**config.mk**
```make
export PLATFORM = sky130hd
export DESIGN_NAME = denormalizacion
export DESIGN_NICKNAME = d
export VERILOG_FILES = /design/src/rtl/denormalizacion.sv
export SDC_FILE = /design/constraint.sdc
export NUM_CORES = 1
export LEC_CHECK = 0
export BUFFER_PORTS_ARGS = -buffer_cell sky130_fd_sc_hd__buf_4
export CAP_MARGIN = 10
export CORE_MARGIN = 2
export CORE_UTILIZATION = 40
export CTS_CLUSTER_SIZE = 14
export DETAILED_ROUTE_END_ITERATION = 10
export GPL_TIMING_DRIVEN = 0
export PLACE_DENSITY_LB_ADDON = 0.25
export SYNTH_ARGS = -nofsm -noshare
export SYNTH_HDL_FRONTEND = slang
export SYNTH_SLANG_ARGS = --single-unit
```
**constraint.sdc**
```tcl
create_clock -name clkDenorm -period 4.9 [get_ports clkDenorm]
set_clock_uncertainty 0.2 [all_clocks]
set_input_delay 0.98 -clock clkDenorm [delete_from_list [all_inputs] [get_ports clkDenorm]]
set_output_delay 0.98 -clock clkDenorm [all_outputs]
set_load 0.02 [all_outputs]
```
**src/rtl/denormalizacion.sv**
```systemverilog
// Re-aligns a normalized mantissa/exponent pair to a target exponent, one bit per
// falling edge of clkDenorm; right shifts raise the exponent, left shifts lower it.
module denormalizacion #(
  parameter int SIZE  = 10,
  parameter int EXP_W = 5
) (
  input  logic             clkDenorm,
  input  logic             rstDenorm_n,
  input  logic             start,
  input  logic [SIZE-1:0]  vect,
  input  logic [EXP_W-1:0] exp,
  input  logic [EXP_W-1:0] expTarget,
  output logic             busy,
  output logic             done,
  output logic [SIZE-1:0]  mantOut,
  output logic [EXP_W-1:0] expOut,
  output logic             sticky,
  output logic             ovf
);

  typedef enum logic {IDLE, SHIFT} state_t;

  state_t           state;
  logic [SIZE-1:0]  m, mnext;
  logic [EXP_W-1:0] e, enext, t;
  logic             stickyacc, snext, ovfacc, onext;

  // One alignment step toward the target; bits pushed out are folded into the flags
  always_comb begin
    mnext = m;
    enext = e;
    snext = stickyacc;
    onext = ovfacc;
    if (e < t) begin
      mnext = m >> 1;
      snext = stickyacc | m[0];
      enext = e + EXP_W'(1);
    end else if (e > t) begin
      mnext = m << 1;
      onext = ovfacc | m[SIZE-1];
      enext = e - EXP_W'(1);
    end
  end

  always_ff @(negedge clkDenorm or negedge rstDenorm_n) begin
    if (!rstDenorm_n) begin
      state     <= IDLE;
      busy      <= 1'b0;
      done      <= 1'b0;
      mantOut   <= '0;
      expOut    <= '0;
      sticky    <= 1'b0;
      ovf       <= 1'b0;
      m         <= '0;
      e         <= '0;
      t         <= '0;
      stickyacc <= 1'b0;
      ovfacc    <= 1'b0;
    end else begin
      done <= 1'b0;
      case (state)
        IDLE: begin
          if (start) begin
            m         <= vect;
            e         <= exp;
            t         <= expTarget;
            stickyacc <= 1'b0;
            ovfacc    <= 1'b0;
            // Already aligned: result is ready on the capture edge itself
            if (exp == expTarget) begin
              done    <= 1'b1;
              mantOut <= vect;
              expOut  <= exp;
              sticky  <= 1'b0;
              ovf     <= 1'b0;
            end else begin
              busy  <= 1'b1;
              state <= SHIFT;
            end
          end
        end
        SHIFT: begin
          m         <= mnext;
          e         <= enext;
          stickyacc <= snext;
          ovfacc    <= onext;
          if (enext == t) begin
            mantOut <= mnext;
            expOut  <= enext;
            sticky  <= snext;
            ovf     <= onext;
            done    <= 1'b1;
            busy    <= 1'b0;
            state   <= IDLE;
          end
        end
        default: state <= IDLE;
      endcase
    end
  end

endmodule
```
==> reports/metrics.cfg <==
[cts]
clock_pin_slew_on_the_worst_setup_and_hold_paths_ns=0.06
root_buffer_cell=sky130_fd_sc_hd__clkbuf_8
tritoncts.num_buffers=5
cts_tree=yes
clock_path_buffers=2
clk_latency_ns=0.30
cts_num_sinks=42
htreeDepth=2

[power_and_ir_drop]
total_leakage_power_nw=1.46
power.density_cell_area_nw_per_um2=864
peakVddDrop_mv=0.341

[yosys]
async_reset_ff_share_pct=100
fraction_of_the_mapped_netlist_area_in_adder_cells_pct=3.34
ys_ff_latch=42
synth_ff_type=sky130_fd_sc_hd__dfrtn_1
synth_top_area_share_pct=40.1
largest_family_of_logic_cells_by_synthesized_area=compound AO/OA/AOI/OAI gates
synth_area_um2=2620
netlist_top_cells_area=sky130_fd_sc_hd__dfrtn_1 40%, sky130_fd_sc_hd__mux2_2 7.7%, sky130_fd_sc_hd__nand2_1 6.5%
yosys.area_share.xor_xnor_pct=5.02
synth_largest_area_cell=sky130_fd_sc_hd__dfrtn_1
post_synth_edffs=0
yosys.cell_types.count=43
synth.yosys.seq_area_share_pct=40.1
synth_nets=317
post_synth_inst_count=287
post_synth_simple_gate_area_pct=14.7
synthesized_area_fraction_occupied_by_ao_oa_aoi_and_oai_cells_pct=16.2
synth.mux.area_fraction_pct=15.6
syn_area_per_cell_um2=9.12
yosys.cell_count.top_type=sky130_fd_sc_hd__nand2_1
synth_top_cells_by_count=45 x sky130_fd_sc_hd__nand2_1, 42 x sky130_fd_sc_hd__dfrtn_1, 22 x sky130_fd_sc_hd__o21ai_0
yosys_warnings=0

[global_routing]
grt_first_pass_wirelength_um=10800
grt_remaining_overflow=0
largest_net_degree_at_the_start_of_global_routing=43
grtUsageTotal_pct=18.7
first_global_vias=2163
antenna_found_initial=0

[finish]
multi_input_comb_area_um2=1510
ratio_of_cells_with_drive_above_1_in_the_final_layout_pct=27.4
ff_latch_area_um2=1050
antenna_cells_inserted=0
post_layout_nonfiller_instances=417
nNetsFinal=369
postLayoutCoreUtil_pct=51.3
n_fill_cell=578
synthToLayoutAreaGrowth_pct=24.5

[worst_hold_path]
hold_path.class=reg2reg

[run_status]
status=completed

[floorplan]
design.core.area_um2=6350
num_rows=29
die_ar_um2=7210
die_boundary_height_um=84.9
start_util_pct=41.2
die-width_um=84.9
io-pin-count=42

[timing]
rsz0062_at_grt=yes
hold_violations=0
worst_pin_slew_ns=0.645
final_report_setup_violation_count=0
timing.max_slew.rel_slack_pct=56.9
finalMaxSlewViolations=0
postLayoutSetupSlackWorst_ns=0.0239

[detailed_routing]
drt_iter0_drc=134
drt.antenna.violating_nets=0
detail_route.drc_violations=0
via_per_inst=5.46
detailedRoute.firstPassIterationCount=5
avgRoutedWirePerCell_um=15.9
vias=2275
finalWirelength_um=6630

[critical_path]
worstPathArrival_ns=2.37
cp_data_required_time_ns=2.40
cp_endpoint_kind=register
setup_crit_path_kind=in2reg
crit_path_start_kind=input port
worstPathMaxFanout=4

[placement]
dp_worst_setup_slack_ns=-0.429
finalWeightedCongestion=0.876
io_buffers=41
hpwlAfterDp_um=4750
placedCellCount=405

[flow_run]
max_cap_viol_count=0

## routing by layer
metal / part of all wire (%) / vias up / track usage, %
met5: 0 / - / 0
met4: 1.8 / 0 / 6.93
met3: 4.8 / 10 / 3.31
met2: 48 / 67 / 29.7
met1: 45 / 1084 / 25.8
li1: - / 1114 / -
## worst paths after layout
path	start	slack [ns]	end	cells after the start
max	expTarget[4]	0.02	mantOut[6]	8
min	mantOut[6]	0.26	mantOut[6]	1
max reg2reg	e[0]	1.12	mantOut[6]	11
min reg2reg	mantOut[6]	0.26	mantOut[6]	1
max in group asynchronous	rstDenorm_n	1.28	e[0]	1
min in group asynchronous	rstDenorm_n	2.80	mantOut[4]	1
## layout make-up
type	count	share of cell area, %
clock buffer	6	2.53
buffer	12	1.77
timing repair buffer	46	11.4
sequential	42	32.2
multi-input combinational	212	46.4
tap	77	2.96
clock inverter	2	0.384
inverter	20	2.30
## power breakdown
part	switching, W	internal [W]
sequential	0.000150	0.000542
clock	0.000128	0.000113
combinational	0.00103	0.000854
## cells by family (layout without fill, tap and decap cells)
| family | count (synthesis) | in the layout |
|---|---|---|
| AOI/OAI and AO/OA | 63 | 63 |
| xor gates and xnor gates | 15 | 15 |
| adders and majority gates | 7 | 7 |
| buffers and inverters | 33 | 86 |
| DFF | 42 | 42 |
| muxes | 37 | 37 |
| and+or+nand+nor | 90 | 90 |
## layout by cell type, fill, tap and decap left out, types with 9 or more instances in the layout
cell type / count
sky130_fd_sc_hd__o21ai_0: 22
sky130_fd_sc_hd__mux2_2: 18
sky130_fd_sc_hd__o211ai_1: 11
sky130_fd_sc_hd__buf_4: 43
sky130_fd_sc_hd__mux2i_1: 10
sky130_fd_sc_hd__a21oi_1: 9
sky130_fd_sc_hd__mux2_4: 9
sky130_fd_sc_hd__dfrtn_1: 42
sky130_fd_sc_hd__clkbuf_1: 9
sky130_fd_sc_hd__nor2_1: 16
sky130_fd_sc_hd__nand3_1: 16
sky130_fd_sc_hd__inv_1: 20
sky130_fd_sc_hd__nand2_1: 44
## per-stage QoR
stage               setup TNS, ns  hold WS (ns)  cell area (µm²)  total power (W)
floorplan                 -0.0668         0.248             2630          0.00197
global placement            -5.70         0.234             3030          0.00241
detailed placement          -5.64         0.239             3030          0.00243
CTS                             0         0.241             3150          0.00271
global route               -0.473         0.267             3260          0.00305
finish                          0         0.257             3260          0.00282
## state kept, by name (all words and copies together), names as in the netlist, 5 cells and up
| signal | count |
|---|---|
| e | 5 |
| mantOut | 10 |
| m | 10 |
| t | 5 |
| expOut | 5 |
## what timing repair did
| item | 4_1_cts | 5_1_grt |
|---|---|---|
| resized for setup | 2 | 16 |
| cloned | 0 | 1 |
| endpoints found under the setup margin | 8 | 17 |
| hold buffers | 0 | 0 |
| pin swaps | 0 | 4 |
| setup buffers | 2 | 2 |
## worst max-delay path, cell delays in order
cell	delay, ns
sky130_fd_sc_hd__buf_4	0.12
sky130_fd_sc_hd__xnor2_2	0.17
sky130_fd_sc_hd__nand3_2	0.12
sky130_fd_sc_hd__nor3_4	0.24
sky130_fd_sc_hd__nand2_2	0.11
sky130_fd_sc_hd__o21ai_4	0.13
sky130_fd_sc_hd__buf_4	0.19
sky130_fd_sc_hd__mux2_2	0.32
No activity file was read; power rests on OpenSTA's default activity.
